<file path="src/rtl/pic_pkg.sv">
`default_nettype none
// ============================================================================
// Module : pic_pkg
// Purpose: Shared types and constants for the PIC16F54-class sequencer:
//          ALU8 operation codes, instruction phases, decode classes and the
//          opcode mask/match pairs for the 12-bit baseline instruction set.
// Ports  : (package, none)
// Rev    : 1.0 - initial release
// ============================================================================
package pic_pkg;

  localparam int         PIC_PC_W      = 9;
  localparam logic [8:0] PIC_RESET_VEC = 9'h1FF;

  typedef enum logic [3:0] {
    ALU_ADD    = 4'd0,
    ALU_SUB    = 4'd1,
    ALU_AND    = 4'd2,
    ALU_IOR    = 4'd3,
    ALU_XOR    = 4'd4,
    ALU_PASS_B = 4'd5,
    ALU_INC    = 4'd6,
    ALU_DEC    = 4'd7,
    ALU_BCLR   = 4'd8,
    ALU_BSET   = 4'd9
  } alu_op_e;

  typedef enum logic [1:0] {Q1 = 2'd0, Q2 = 2'd1, Q3 = 2'd2, Q4 = 2'd3} q_phase_e;

  // Which STATUS bits an instruction is allowed to update.
  typedef enum logic [1:0] {FL_NONE = 2'd0, FL_Z = 2'd1, FL_ALL = 2'd2} flag_cls_e;

  // Control-flow behaviour resolved at Q4.
  typedef enum logic [2:0] {
    BR_NONE  = 3'd0,
    BR_GOTO  = 3'd1,
    BR_CALL  = 3'd2,
    BR_RETLW = 3'd3,
    BR_SKZ   = 3'd4,   // skip when the ALU result is zero
    BR_BTFSC = 3'd5,
    BR_BTFSS = 3'd6
  } br_cls_e;

  // Opcode field masks (top 7 / 6 / 4 / 3 bits of the instruction word).
  localparam logic [11:0] M_7 = 12'hFE0;
  localparam logic [11:0] M_6 = 12'hFC0;
  localparam logic [11:0] M_4 = 12'hF00;
  localparam logic [11:0] M_3 = 12'hE00;

  localparam logic [11:0] V_MOVWF  = 12'h020;
  localparam logic [11:0] V_SUBWF  = 12'h080;
  localparam logic [11:0] V_DECF   = 12'h0C0;
  localparam logic [11:0] V_IORWF  = 12'h100;
  localparam logic [11:0] V_ANDWF  = 12'h140;
  localparam logic [11:0] V_XORWF  = 12'h180;
  localparam logic [11:0] V_ADDWF  = 12'h1C0;
  localparam logic [11:0] V_MOVF   = 12'h200;
  localparam logic [11:0] V_INCF   = 12'h280;
  localparam logic [11:0] V_DECFSZ = 12'h2C0;
  localparam logic [11:0] V_INCFSZ = 12'h3C0;
  localparam logic [11:0] V_BCF    = 12'h400;
  localparam logic [11:0] V_BSF    = 12'h500;
  localparam logic [11:0] V_BTFSC  = 12'h600;
  localparam logic [11:0] V_BTFSS  = 12'h700;
  localparam logic [11:0] V_RETLW  = 12'h800;
  localparam logic [11:0] V_CALL   = 12'h900;
  localparam logic [11:0] V_GOTO   = 12'hA00;
  localparam logic [11:0] V_MOVLW  = 12'hC00;
  localparam logic [11:0] V_IORLW  = 12'hD00;
  localparam logic [11:0] V_ANDLW  = 12'hE00;
  localparam logic [11:0] V_XORLW  = 12'hF00;

  function automatic logic op_match(input logic [11:0] ir,
                                    input logic [11:0] mask,
                                    input logic [11:0] val);
    return (ir & mask) == val;
  endfunction

endpackage
`default_nettype wire

</file>
<file path="src/rtl/pic_seq_ctrl_decode.sv">
`default_nettype none
// ============================================================================
// Module : pic_decode
// Purpose: Combinational decoder for the 12-bit baseline instruction word.
//          Undefined encodings fall through to the NOP defaults.
// Ports  : ir       - instruction register
//          alu_op   - ALU8 operation
//          b_lit    - 1: ALU B = ir[7:0], 0: ALU B = file data
//          wr_f     - write result to the file register at Q4
//          wr_w     - write result to W at Q4
//          res_w    - result is W itself (MOVWF), ALU output unused
//          flag_cls - STATUS bits to update
//          br_cls   - branch/skip class
// Rev    : 1.0 - initial release
// ============================================================================
module pic_decode
  import pic_pkg::*;
(
  input  logic [11:0] ir,
  output alu_op_e     alu_op,
  output logic        b_lit,
  output logic        wr_f,
  output logic        wr_w,
  output logic        res_w,
  output flag_cls_e   flag_cls,
  output br_cls_e     br_cls
);

  // File-register op whose destination comes from the d bit (ir[5]).
  logic fop;

  always_comb begin
    alu_op   = ALU_PASS_B;
    b_lit    = 1'b0;
    wr_f     = 1'b0;
    wr_w     = 1'b0;
    res_w    = 1'b0;
    flag_cls = FL_NONE;
    br_cls   = BR_NONE;
    fop      = 1'b0;

    if (op_match(ir, M_7, V_MOVWF)) begin
      wr_f  = 1'b1;
      res_w = 1'b1;
    end
    else if (op_match(ir, M_6, V_SUBWF))  begin alu_op = ALU_SUB;    fop = 1'b1; flag_cls = FL_ALL; end
    else if (op_match(ir, M_6, V_DECF))   begin alu_op = ALU_DEC;    fop = 1'b1; flag_cls = FL_Z;   end
    else if (op_match(ir, M_6, V_IORWF))  begin alu_op = ALU_IOR;    fop = 1'b1; flag_cls = FL_Z;   end
    else if (op_match(ir, M_6, V_ANDWF))  begin alu_op = ALU_AND;    fop = 1'b1; flag_cls = FL_Z;   end
    else if (op_match(ir, M_6, V_XORWF))  begin alu_op = ALU_XOR;    fop = 1'b1; flag_cls = FL_Z;   end
    else if (op_match(ir, M_6, V_ADDWF))  begin alu_op = ALU_ADD;    fop = 1'b1; flag_cls = FL_ALL; end
    else if (op_match(ir, M_6, V_MOVF))   begin alu_op = ALU_PASS_B; fop = 1'b1; flag_cls = FL_Z;   end
    else if (op_match(ir, M_6, V_INCF))   begin alu_op = ALU_INC;    fop = 1'b1; flag_cls = FL_Z;   end
    else if (op_match(ir, M_6, V_DECFSZ)) begin alu_op = ALU_DEC;    fop = 1'b1; br_cls = BR_SKZ;   end
    else if (op_match(ir, M_6, V_INCFSZ)) begin alu_op = ALU_INC;    fop = 1'b1; br_cls = BR_SKZ;   end
    else if (op_match(ir, M_4, V_BCF))    begin alu_op = ALU_BCLR;   wr_f = 1'b1; end
    else if (op_match(ir, M_4, V_BSF))    begin alu_op = ALU_BSET;   wr_f = 1'b1; end
    else if (op_match(ir, M_4, V_BTFSC))  begin br_cls = BR_BTFSC; end
    else if (op_match(ir, M_4, V_BTFSS))  begin br_cls = BR_BTFSS; end
    else if (op_match(ir, M_4, V_RETLW))  begin b_lit = 1'b1; wr_w = 1'b1; br_cls = BR_RETLW; end
    else if (op_match(ir, M_4, V_CALL))   begin br_cls = BR_CALL; end
    else if (op_match(ir, M_3, V_GOTO))   begin br_cls = BR_GOTO; end
    else if (op_match(ir, M_4, V_MOVLW))  begin b_lit = 1'b1; wr_w = 1'b1; end
    else if (op_match(ir, M_4, V_IORLW))  begin alu_op = ALU_IOR; b_lit = 1'b1; wr_w = 1'b1; flag_cls = FL_Z; end
    else if (op_match(ir, M_4, V_ANDLW))  begin alu_op = ALU_AND; b_lit = 1'b1; wr_w = 1'b1; flag_cls = FL_Z; end
    else if (op_match(ir, M_4, V_XORLW))  begin alu_op = ALU_XOR; b_lit = 1'b1; wr_w = 1'b1; flag_cls = FL_Z; end

    if (fop) begin
      wr_f = ir[5];
      wr_w = ~ir[5];
    end
  end

endmodule
`default_nettype wire

</file>
<file path="src/rtl/pic_seq_ctrl.sv">
`default_nettype none
// ============================================================================
// Module : pic_seq_ctrl
// Purpose: Instruction sequencer for the PIC16F54-class core. Runs the
//          Q1..Q4 instruction cycle, owns PC, W, STATUS {Z,DC,C}, the 2-deep
//          return stack and skip/branch flush, and drives ALU8 / Reg_File.
// Ports  : clk, rst_n (sync, active low), en (sampled at Q4->Q1)
//          prog_addr/prog_data      - program memory
//          rf_addr/rf_rdata/rf_wdata/rf_we - register file
//          alu_op/alu_a/alu_b/alu_bit, alu_y/alu_z/alu_c/alu_dc - ALU8
//          w_out, status_out {Z,DC,C}, q_phase (0=Q1 .. 3=Q4)
// Rev    : 1.0 - initial release
// ============================================================================
module pic_seq_ctrl
  import pic_pkg::*;
#(
  parameter int              PC_W      = PIC_PC_W,
  parameter logic [PC_W-1:0] RESET_VEC = PC_W'(PIC_RESET_VEC)
) (
  input  logic            clk,
  input  logic            rst_n,
  input  logic            en,
  output logic [PC_W-1:0] prog_addr,
  input  logic [11:0]     prog_data,
  output logic [4:0]      rf_addr,
  input  logic [7:0]      rf_rdata,
  output logic [7:0]      rf_wdata,
  output logic            rf_we,
  output logic [3:0]      alu_op,
  output logic [7:0]      alu_a,
  output logic [7:0]      alu_b,
  output logic [2:0]      alu_bit,
  input  logic [7:0]      alu_y,
  input  logic            alu_z,
  input  logic            alu_c,
  input  logic            alu_dc,
  output logic [7:0]      w_out,
  output logic [2:0]      status_out,
  output logic [1:0]      q_phase
);

  q_phase_e        phase, phase_nx;
  logic            held, held_nx;     // parked in Q4 because en was low
  logic [PC_W-1:0] pc, stack0, stack1;
  logic [11:0]     ir;
  logic [7:0]      w, res;
  logic [2:0]      status, flg;       // {Z,DC,C}
  logic            flush;             // next fetched word executes as NOP
  logic            hold_pc;           // branch target already in pc: no increment
  logic            wb;
  logic            skip_bit;

  alu_op_e   dec_op;
  logic      dec_b_lit, dec_wr_f, dec_wr_w, dec_res_w;
  flag_cls_e dec_flags;
  br_cls_e   dec_br;

  pic_decode u_decode (
    .ir       (ir),
    .alu_op   (dec_op),
    .b_lit    (dec_b_lit),
    .wr_f     (dec_wr_f),
    .wr_w     (dec_wr_w),
    .res_w    (dec_res_w),
    .flag_cls (dec_flags),
    .br_cls   (dec_br)
  );

  // Phase FSM state register.
  always_ff @(posedge clk) begin
    if (!rst_n) begin
      phase <= Q1;
      held  <= 1'b0;
    end else begin
      phase <= phase_nx;
      held  <= held_nx;
    end
  end

  // Phase FSM next state and file write strobe. A held Q4 repeats with no
  // side effects until en returns high.
  always_comb begin
    phase_nx = phase;
    held_nx  = held;
    rf_we    = 1'b0;
    case (phase)
      Q1: phase_nx = Q2;
      Q2: phase_nx = Q3;
      Q3: phase_nx = Q4;
      Q4: begin
        rf_we    = dec_wr_f & ~held;
        phase_nx = en ? Q1 : Q4;
        held_nx  = ~en;
      end
      default: phase_nx = Q1;
    endcase
  end

  assign wb       = (phase == Q4) && !held;
  assign skip_bit = rf_rdata[ir[7:5]];

  always_ff @(posedge clk) begin
    if (!rst_n) begin
      pc      <= RESET_VEC;
      ir      <= 12'h000;
      w       <= 8'h00;
      status  <= 3'b000;
      stack0  <= '0;
      stack1  <= '0;
      flush   <= 1'b0;
      hold_pc <= 1'b0;
      res     <= 8'h00;
      flg     <= 3'b000;
    end else begin
      if (phase == Q1) begin
        ir      <= flush ? 12'h000 : prog_data;
        flush   <= 1'b0;
        hold_pc <= 1'b0;
        if (!hold_pc) pc <= pc + PC_W'(1);
      end
      if (phase == Q3) begin
        res <= dec_res_w ? w : alu_y;
        flg <= {alu_z, alu_dc, alu_c};
      end
      if (wb) begin
        if (dec_wr_w) w <= res;
        case (dec_flags)
          FL_Z:    status[2] <= flg[2];
          FL_ALL:  status    <= flg;
          default: ;
        endcase
        // Branches load pc now and flush the Q1 that follows; that Q1 must not
        // advance pc or the target word would be stepped over.
        case (dec_br)
          BR_GOTO: begin
            pc      <= PC_W'(ir[8:0]);
            flush   <= 1'b1;
            hold_pc <= 1'b1;
          end
          BR_CALL: begin
            stack1  <= stack0;
            stack0  <= pc;
            pc      <= PC_W'({1'b0, ir[7:0]});
            flush   <= 1'b1;
            hold_pc <= 1'b1;
          end
          BR_RETLW: begin
            pc      <= stack0;
            stack0  <= stack1;
            flush   <= 1'b1;
            hold_pc <= 1'b1;
          end
          BR_SKZ:   if (res == 8'h00) flush <= 1'b1;
          BR_BTFSC: if (!skip_bit)    flush <= 1'b1;
          BR_BTFSS: if (skip_bit)     flush <= 1'b1;
          default: ;
        endcase
      end
    end
  end

  assign prog_addr  = pc;
  assign rf_addr    = ir[4:0];
  assign rf_wdata   = res;
  assign alu_op     = dec_op;
  assign alu_a      = w;
  assign alu_b      = dec_b_lit ? ir[7:0] : rf_rdata;
  assign alu_bit    = ir[7:5];
  assign w_out      = w;
  assign status_out = status;
  assign q_phase    = phase;

endmodule
`default_nettype wire

</file>
<file path="config.mk">
export PLATFORM = sky130hd
export DESIGN_NAME = pic_seq_ctrl
export DESIGN_NICKNAME = d
export VERILOG_FILES = /design/src/rtl/pic_pkg.sv /design/src/rtl/pic_seq_ctrl_decode.sv /design/src/rtl/pic_seq_ctrl.sv
export SDC_FILE = /design/constraint.sdc
export NUM_CORES = 1
export LEC_CHECK = 0
export BUFFER_PORTS_ARGS = -buffer_cell sky130_fd_sc_hd__buf_2
export CORE_ASPECT_RATIO = 0.7
export CORE_UTILIZATION = 54
export CTS_CLUSTER_SIZE = 20
export DETAILED_ROUTE_END_ITERATION = 16
export GPL_TIMING_DRIVEN = 0
export PLACE_DENSITY = 0.79
export SETUP_SLACK_MARGIN = 0.5
export SKIP_LAST_GASP = 1
export SYNTH_ARGS = -nofsm -noshare
export SYNTH_HDL_FRONTEND = slang
export SYNTH_SLANG_ARGS = --single-unit
export TNS_END_PERCENT = 100
</file>
<file path="constraint.sdc">
create_clock -name clk -period 2.1 [get_ports clk]
set_input_delay 0.525 -clock clk [delete_from_list [all_inputs] [get_ports clk]]
set_output_delay 0.525 -clock clk [all_outputs]
set_load 0.005 [all_outputs]
</file>
== After elaboration in Yosys (flattened, before gate mapping) ==
Index checks and enable logic that the tools add are counted.
Cells by class
  add/sub/neg operators: 1
  $lt $le $gt $ge: 1
  equal/unequal tests: 33
  muxes and demuxes: 133
  bitwise logic cells: 4
  reduce and logical (&&, ||, !) cells: 12
Operator list (count)
  4-bit 2-to-1 mux: 21
  1-bit 2-to-1 mux: 62
  3-bit 2-to-1 mux: 17
  2-bit 2-to-1 mux: 22
  9-bit 2-to-1 mux: 3
  9-bit case mux with 3 select lines: 1
  4-bit equality test, second input constant: 6
  6-bit by 3-bit equality test with 1-bit output, second input constant: 4
  6-bit by 4-bit equality test with 1-bit output, second input constant: 4
  9-bit case mux with 2 select lines: 1
  4-bit by 3-bit equality test with 1-bit output, second input constant: 4
  8-bit 2-to-1 mux: 2
  3-bit equality test, second input constant: 4
  6-bit by 2-bit equality test with 1-bit output, second input constant: 2
  12-bit 2-to-1 mux: 1
  2-bit AND reduction: 5
  9-bit by 1-bit adder with 9-bit output, second input constant: 1
  8-bit logical NOT: 1
  2-bit case mux with 4 select lines: 1
  7-bit by 1-bit equality test with 1-bit output, second input constant: 1
  2-bit equality test, second input constant: 3
  3-bit by 2-bit equality test with 1-bit output, second input constant: 2
  2-bit by 1-bit equality test with 1-bit output, second input constant: 2
  3-bit by 4-bit < comparator with 1-bit output, second input constant: 1
  11 further kinds: 13
Storage, ports and cells
  register bits: 66
  input bits: 34
  output and inout port bits: 59
  logic and storage cells: 197

== Longest topological paths before layout ==
Gate-level depths: netlist (run 1).
  word-level depth: 26
  gate-level depth with buffers: 9
  gate-level depth less buffers: 8

== Hierarchy ==
A second synthesis (run 1) with hierarchy kept.
Second synthesis, totals
  cells, all modules: 423
  area total of the unflattened synthesis: 3544.6 um^2
Modules (own cells, without submodules)
  pic_seq_ctrl: times used 1, cells each 367, area an instance 3175.5 um^2, sequential area each 1321.3 um^2
  pic_decode: times used 1, cells each 56, area an instance 369.1 um^2, sequential area each 0.0 um^2

== Least setup slack after synthesis (run 1) ==
Ideal clock, no wire load.
  path kind: flip-flop to output port
  start point: register ir[9]
  end point: output port alu_op[0]
  arrival time: 1.392 ns
  required time: 1.575 ns
  slack: 0.183 ns
  stages on the path, launching flop included: 6
  buffers on the path: 1
  cell sequence: dfxtp_1 -> buf_2 -> inv_1 -> maj3_1 -> a221o_1 -> a21boi_0
Between the ends
  cells in the longest elaborated chain, start to end: 23
  elaborated cells on any way between the ends: 44
  classes of those cells: eq/ne (22); mux (22)
RTL lines
  from (decl): RTL line pic_seq_ctrl.sv:45  | logic [11:0] ir;
  from (signal assigned): RTL line pic_seq_ctrl.sv:116  | ir <= flush ? 12'h000 : prog_data;
  4-bit equality test: RTL line pic_pkg.sv:76  | return (ir & mask) == val;
  1-bit 2-to-1 mux: RTL line pic_seq_ctrl_decode.sv:66  | else if (op_match(ir, M_4, V_XORLW)) begin alu_op = ALU_XOR; b_lit = 1'b1; wr_w = 1'b1; flag_cls = FL_Z; end
  4-bit 2-to-1 mux: RTL line pic_seq_ctrl_decode.sv:65  | else if (op_match(ir, M_4, V_ANDLW)) begin alu_op = ALU_AND; b_lit = 1'b1; wr_w = 1'b1; flag_cls = FL_Z; end
  4-bit 2-to-1 mux: RTL line pic_seq_ctrl_decode.sv:64  | else if (op_match(ir, M_4, V_IORLW)) begin alu_op = ALU_IOR; b_lit = 1'b1; wr_w = 1'b1; flag_cls = FL_Z; end
  4-bit 2-to-1 mux: RTL line pic_seq_ctrl_decode.sv:63  | else if (op_match(ir, M_4, V_MOVLW)) begin b_lit = 1'b1; wr_w = 1'b1; end
  4-bit 2-to-1 mux: RTL line pic_seq_ctrl_decode.sv:62  | else if (op_match(ir, M_3, V_GOTO)) begin br_cls = BR_GOTO; end
  4-bit 2-to-1 mux: RTL line pic_seq_ctrl_decode.sv:61  | else if (op_match(ir, M_4, V_CALL)) begin br_cls = BR_CALL; end
  4-bit 2-to-1 mux: RTL line pic_seq_ctrl_decode.sv:60  | else if (op_match(ir, M_4, V_RETLW)) begin b_lit = 1'b1; wr_w = 1'b1; br_cls = BR_RETLW; end
  (+7 left out)
  4-bit 2-to-1 mux: RTL line pic_seq_ctrl_decode.sv:52  | else if (op_match(ir, M_6, V_MOVF)) begin alu_op = ALU_PASS_B; fop = 1'b1; flag_cls = FL_Z; end
  4-bit 2-to-1 mux: RTL line pic_seq_ctrl_decode.sv:51  | else if (op_match(ir, M_6, V_ADDWF)) begin alu_op = ALU_ADD; fop = 1'b1; flag_cls = FL_ALL; end
  4-bit 2-to-1 mux: RTL line pic_seq_ctrl_decode.sv:50  | else if (op_match(ir, M_6, V_XORWF)) begin alu_op = ALU_XOR; fop = 1'b1; flag_cls = FL_Z; end
  4-bit 2-to-1 mux: RTL line pic_seq_ctrl_decode.sv:49  | else if (op_match(ir, M_6, V_ANDWF)) begin alu_op = ALU_AND; fop = 1'b1; flag_cls = FL_Z; end
  4-bit 2-to-1 mux: RTL line pic_seq_ctrl_decode.sv:48  | else if (op_match(ir, M_6, V_IORWF)) begin alu_op = ALU_IOR; fop = 1'b1; flag_cls = FL_Z; end
  4-bit 2-to-1 mux: RTL line pic_seq_ctrl_decode.sv:47  | else if (op_match(ir, M_6, V_DECF)) begin alu_op = ALU_DEC; fop = 1'b1; flag_cls = FL_Z; end
  4-bit 2-to-1 mux: RTL line pic_seq_ctrl_decode.sv:46  | else if (op_match(ir, M_6, V_SUBWF)) begin alu_op = ALU_SUB; fop = 1'b1; flag_cls = FL_ALL; end
  4-bit 2-to-1 mux (*): RTL line pic_seq_ctrl_decode.sv:42  | if (op_match(ir, M_7, V_MOVWF)) begin
  to (decl): RTL line pic_seq_ctrl.sv:29  | output logic [3:0] alu_op,
Mark *: on every way between the ends. The rest lies on a longest branch, timed or not.

== Worst setup path in the final report (run 1) ==
  start point: register ir[8]
  end point: output port alu_op[1]
Between the ends
  cells in the longest elaborated chain, start to end: 22
  elaborated cells on any way between the ends: 41
  classes of those cells: eq/ne (20); mux (21)
RTL lines
  4-bit equality test: RTL line pic_pkg.sv:76
  4-bit 2-to-1 mux: RTL line pic_seq_ctrl_decode.sv:65
  4-bit 2-to-1 mux: RTL line pic_seq_ctrl_decode.sv:64
  4-bit 2-to-1 mux: RTL line pic_seq_ctrl_decode.sv:63
  4-bit 2-to-1 mux: RTL line pic_seq_ctrl_decode.sv:62
  4-bit 2-to-1 mux: RTL line pic_seq_ctrl_decode.sv:61
  4-bit 2-to-1 mux: RTL line pic_seq_ctrl_decode.sv:60
  4-bit 2-to-1 mux: RTL line pic_seq_ctrl_decode.sv:59  | else if (op_match(ir, M_4, V_BTFSS)) begin br_cls = BR_BTFSS; end
  (+6 left out)
  4-bit 2-to-1 mux: RTL line pic_seq_ctrl_decode.sv:52
  4-bit 2-to-1 mux: RTL line pic_seq_ctrl_decode.sv:51
  4-bit 2-to-1 mux: RTL line pic_seq_ctrl_decode.sv:50
  4-bit 2-to-1 mux: RTL line pic_seq_ctrl_decode.sv:49
  4-bit 2-to-1 mux: RTL line pic_seq_ctrl_decode.sv:48
  4-bit 2-to-1 mux: RTL line pic_seq_ctrl_decode.sv:47
  4-bit 2-to-1 mux: RTL line pic_seq_ctrl_decode.sv:46
  4-bit 2-to-1 mux (*): RTL line pic_seq_ctrl_decode.sv:42
Marked as above.

==> results of run 1 <==
==> area by class of cell <==
| type | count | area [um2] |
|---|---|---|
| buffer | 57 | 466.7 |
| clock buffer | 10 | 137.6 |
| clock inverter | 6 | 41.29 |
| fill | 279 | 842.1 |
| inverter | 11 | 46.29 |
| multi-input combinational | 321 | 2457 |
| sequential | 66 | 1350 |
| tap | 91 | 113.9 |
| timing repair buffer | 149 | 1001 |
==> state kept, by name, indices dropped and copies added (netlist names) <==
| register | count |
|---|---|
| stack0 | 9 |
| held | 1 |
| alu_a | 8 |
| q_phase | 2 |
| rf_wdata | 8 |
| status_out | 3 |
| prog_addr | 9 |
| flush | 1 |
| flg | 3 |
| ir | 12 |
| hold_pc | 1 |
| stack1 | 9 |
==> logic make-up after synthesis <==
logic type,count (synthesis),synth area share [%]
and+or+nand+nor,178,24.16
xor gates and xnor gates,7,1.642
muxes,34,9.852
buffers and inverters,68,9.149
adders and majority gates,3,0.9382
DFF,66,35.39
AOI/OAI and AO/OA,99,18.87
==> power breakdown <==
part | internal (W) | leakage [nW] | total [W] | switching [W]
logic | 0.000639 | 1.92 | 0.00140 | 0.000758
registers | 0.00134 | 0.543 | 0.00146 | 0.000120
clock network | 0.000460 | 0.0847 | 0.00104 | 0.000584
==> what timing repair did <==
| action | 4_1_cts | 5_1_grt |
|---|---|---|
| gates cloned | 5 | 0 |
| setup buffers | 39 | 13 |
| gates resized for setup | 94 | 77 |
| setup endpoints to repair | 59 | 75 |
| pin swaps | 43 | 39 |
==> worst max-delay path by stage <==
stage | from | endpoint | slack (ns)
final | ir[8] | alu_op[1] | -0.28
after CTS | ir[9] | alu_op[0] | -0.14
after global routing | ir[8] | alu_op[1] | -0.29
after detailed placement | rst_n | prog_addr[4] | 0.005
after floorplan | ir[6] | alu_op[0] | 0.35
after global placement | rst_n | prog_addr[4] | 0.05
==> metal layers <==
metal	wire length (um)	vias up	GRT usage, %
met2	7045	514	57.67
met3	2231	147	11.41
met5	0	-	0
met4	982	0	19.65
li1	-	1952	-
met1	6057	2269	49.23
==> critical path, cell delays in order, from the launching register on <==
cell	delay [ns]
dfxtp_2	0.34
buf_6	0.13
buf_4	0.14
nor2b_2	0.28
a21oi_2	0.05
mux2i_1	0.18
o2bb2ai_1	0.19
buf_2	0.16
==> per-stage QoR <==
stage	setup WS, ns	setup TNS [ns]	util, %	std cells
after global placement	0.04811	0	68.12	638
after global routing	-0.2945	-2.378	86.96	711
after detailed placement	0.005087	0	68.12	638
after floorplan	0.3466	0	-	455
final	-0.2801	-2.152	86.96	711
after CTS	-0.1368	-0.4416	80.99	698
==> cells in the mapped netlist (all sizes together), types with 6 or more instances <==
cell type,instances
and3,8
o21ai,8
clkbuf,23
xnor2,6
dfxtp,66
a211oi,14
inv,11
buf,34
o211ai,9
mux2i,30
nand3,38
nand2,57
a21oi,24
nor2,38
o2111ai,10
a32oi,8
==> metrics, run 1 <==
initial antenna violation count=0; synthesized flop and latch total=66; failing checks=setup timing; Die W=101.4 um; HPWL after DPL=8.437 mm; Cell Pwr Density=695.4 nW/um2; drc violations=0; n_diodes=0; Avg Cell Area, Syn=8.206 um2; largest net degree at the start of global routing=13; Worst EP required=1.57 ns; drt pass-1 iters=6; Post-synth EDFFs=0; IO Port Bufs=92; cell area after synthesis=between 3000 and 4000 um2; die height=71.57 um; Peak Freq=420.1 MHz; WL final=between 15 and 20 mm; cell taking the most area after synthesis=dfxtp_1; Area Growth Syn to Fin=50.37%; hold_buf cts=0; Yosys top cell area share=35.39%; most frequent cells in the layout=94 x buf_2, 55 x dfxtp_1, 49 x buf_4; fin crit share=113.3%; Nets=651; Root Buffer=clkbuf_8; Reg2Reg Launch Point=ir[6]; total power=~0.0039 W; relative slew slack=52.94%; Distinct cells, synth=62; routability cong.=0.9286; r2r setup slk=0.22 ns; RR Endpoint=status_out[2]; CP Data Arrival Time=1.86 ns; worst hold slack=0.3741 ns; Synth Warn #=0; R2R depth=11; Area after DPL=4398 um2; initial cell density of the core=about 58%; TritonCTS Buffers=9; GRT Total Usage=38.06%; hold path endpoint=q_phase[1]; Via density=6.866; hold wc startpoint=en; vias in the first global route=4031; ys flop type=dfxtp_1; RSZ-0062 raised after global routing=yes; clk_lat worst skew=about 0.38 ns; Max FO, Critical Path=5; outcome=finished with violations; Max Slew Vio Count=0; Clock Skew=approximately 0.0056 ns; remaining antenna violation count after routing=0; crit start category=register; VDD IR-drop max=513.3 uV; site row count=24; Worst-path clk slew=0.08 ns; Clock Path Buffers=2; Crit Path Category=reg -> out; total congestion overflow=0; first-pass GRT wire length=20.43 mm; Setup violations, final=12; endpoint class of the critical path=output port; top cells by area, synth=dfxtp_1 35%, mux2i_1 8.0%, nand2_1 5.7%; Leak=approximately 2.5 nW; ratio of cells with drive above 1 in the final layout=47.42%; total core area=between 6000 and 7000 um2; syn nets=between 400 and 500; DR vias=4882; initial drt markers=683; final instance area=around 5600 um2; WL/cell=22.95 um; die area=7256 um2; Syn Inst Count=455; Hold Crit Depth=2; Fin. Hold Viols=0; CTS tree=built; commonest non-fill, non-tap cell in the layout=buf_2; Top Ports=93; Slew @ Worst Pin=0.7021 ns; sequential element share of the synthesized area=35.39%; Max Cap Viol=0; H-tree depth=3; Clock Sinks=66; Final Critical Period=2.380 ns; ys async rst share=0%; final worst slack=-0.2801 ns; Tightest Hold Check Type=in -> reg
Note: power is estimated with default switching activity, not from simulation.
==> inputs of run 2 (changes only) <==
SKIP_LAST_GASP = not set   (was 1)
==> metrics, run 2 (same netlist as run 1, synthesis figures left out) <==
largest net degree at the start of global routing=13; CTS tree=built; WL final=17.67 mm; first-pass GRT wire length=20.87 mm; Area Growth Syn to Fin=51.41%; Reg power frac=37.1%; WL/cell=24.93 um; relative slew slack=42.86%; total power=0.003973 W; clk_lat worst skew=0.38 ns; endpoint class of the critical path=output port; Crit Path Category=reg -> out; dpl ws=0.005087 ns; DR vias=4987; CP Data Arrival Time=around 1.9 ns; Reg with most FFs=ir; Top Layer Used=met4; total congestion overflow=0; commonest non-fill, non-tap cell in the layout=buf_2; wire length on met2=7.140 mm; vias in the first global route=just over 4000; worst stage delay on the critical path=0.41 ns; WL met1=6.025 mm; most frequent cells in the layout=91 x buf_2, 54 x dfxtp_1, 50 x buf_4; Leak=2.576 nW; fin crit share=116.9%; drc violations=0; Peak Freq=407.4 MHz; Pint=roughly 0.0025 W; Clock Sinks=66; Nets=649; Setup violations, final=12; RSZ-0062 raised after global routing=yes; metal3 WL=2.836 mm; Clock Skew=0.008099 ns; initial antenna violation count=0; final worst slack=-0.3548 ns; Clk pwr share=26.3%; IO Port Bufs=92; routability cong.=0.9286; Max Slew Vio Count=0; Top Ports=between 90 and 100; outcome=finished with violations; Finished Core Util=just under 90%; n_diodes=0; worst hold slack=0.3846 ns; final instance area=between 5000 and 6000 um2; Cell Pwr Density=702.9 nW/um2; hold_buf cts=0; Max FO, Critical Path=4; max reg flops=12; initial cell density of the core=57.83%; H-tree depth=3; total core area=around 6500 um2; GRT Total Usage=between 30% and 40%; Gate power share=36.6%; ratio of cells with drive above 1 in the final layout=around half; Slew @ Worst Pin=0.8571 ns; critical path, cell by cell=buf_6 -> buf_12 -> nor2b_2 -> a21oi_2 -> mux2i_1 -> o2bb2ai_1 -> buf_2; Die W=101.4 um; VDD IR-drop max=535.5 uV; Root Buffer=clkbuf_8; net switching power figure=0.001518 W; Sw Share=about two fifths; initial drt markers=849; Worst-path clk slew=0.08 ns; Fin. Hold Viols=0; remaining antenna violation count after routing=0; failing checks=setup timing; TritonCTS Buffers=9; HPWL after DPL=8.437 mm; die area=7256 um2; Worst EP required=approximately 1.6 ns; Area after DPL=4398 um2; drt pass-1 iters=8; die height=71.57 um; crit start category=register; Max Cap Viol=0; site row count=24; Tightest Hold Check Type=in -> reg; Clock Path Buffers=2; Slowest-stage cell, CP=nor2b_2; Final Critical Period=about 2.5 ns; Via density=7.034
-- run 2: power by group through the flow --
stage	sequential (W)	combinational (W)	clock [W]
finish	0.00147	0.00145	0.00105
global route	0.00148	0.00149	0.00108
CTS	0.00145	0.00114	0.00101
detailed placement	0.00148	0.000887	0
global placement	0.00148	0.000860	0
floorplan	0.00146	0.000610	0
-- run 2: repair_timing --
action | in CTS | in global routing
gates resized for setup | 104 | 85
gates cloned | 5 | 0
buffers inserted | 39 | 11
endpoints found under the setup margin | 59 | 79
pin swaps | 48 | 27
-- run 2: metrics by stage --
| step | setup TNS [ns] | std cells |
|---|---|---|
| 6_report | -1.937 | 709 |
| 4_1_cts | -0.4371 | 698 |
| 3_3_place_gp | 0 | 638 |
| 5_1_grt | -2.191 | 709 |
| 2_1_floorplan | 0 | 455 |
| 3_5_place_dp | 0 | 638 |
-- run 2: layer usage --
metal,track usage [%],vias to the layer above
met5,0,-
met4,21.42,0
met3,11.12,237
met2,58.58,566
met1,49.79,2227
li1,-,1957
-- run 2: area by class of cell --
type,instances,area [um2]
clock buffers,10,137.6
clock inverters,6,41.29
well taps,91,113.9
inverters,11,46.29
multi-input cells,321,2480
fillers,288,803.3
plain buffers,57,480.5
flip-flops and latches,66,1351
repair buffers,147,1002
-- run 2: path summary, 6_finish.rpt --
path                 startpoint            end  slack, ns  cells after the start
setup / recovery          ir[8]      alu_op[1]      -0.35                      7
hold / removal               en     q_phase[1]       0.38                      2
setup reg to reg          ir[9]  status_out[2]       0.10                      9
hold reg to reg   status_out[1]  status_out[1]       0.47                      2
-- run 2: critical path, delay by kind of cell (launching register included) --
| family | cells | cell delay, ns |
|---|---|---|
| compound gates | 2 | 0.21 |
| buf+inv | 3 | 0.42 |
| flops | 1 | 0.34 |
| mux | 1 | 0.16 |
| simple gates | 1 | 0.41 |
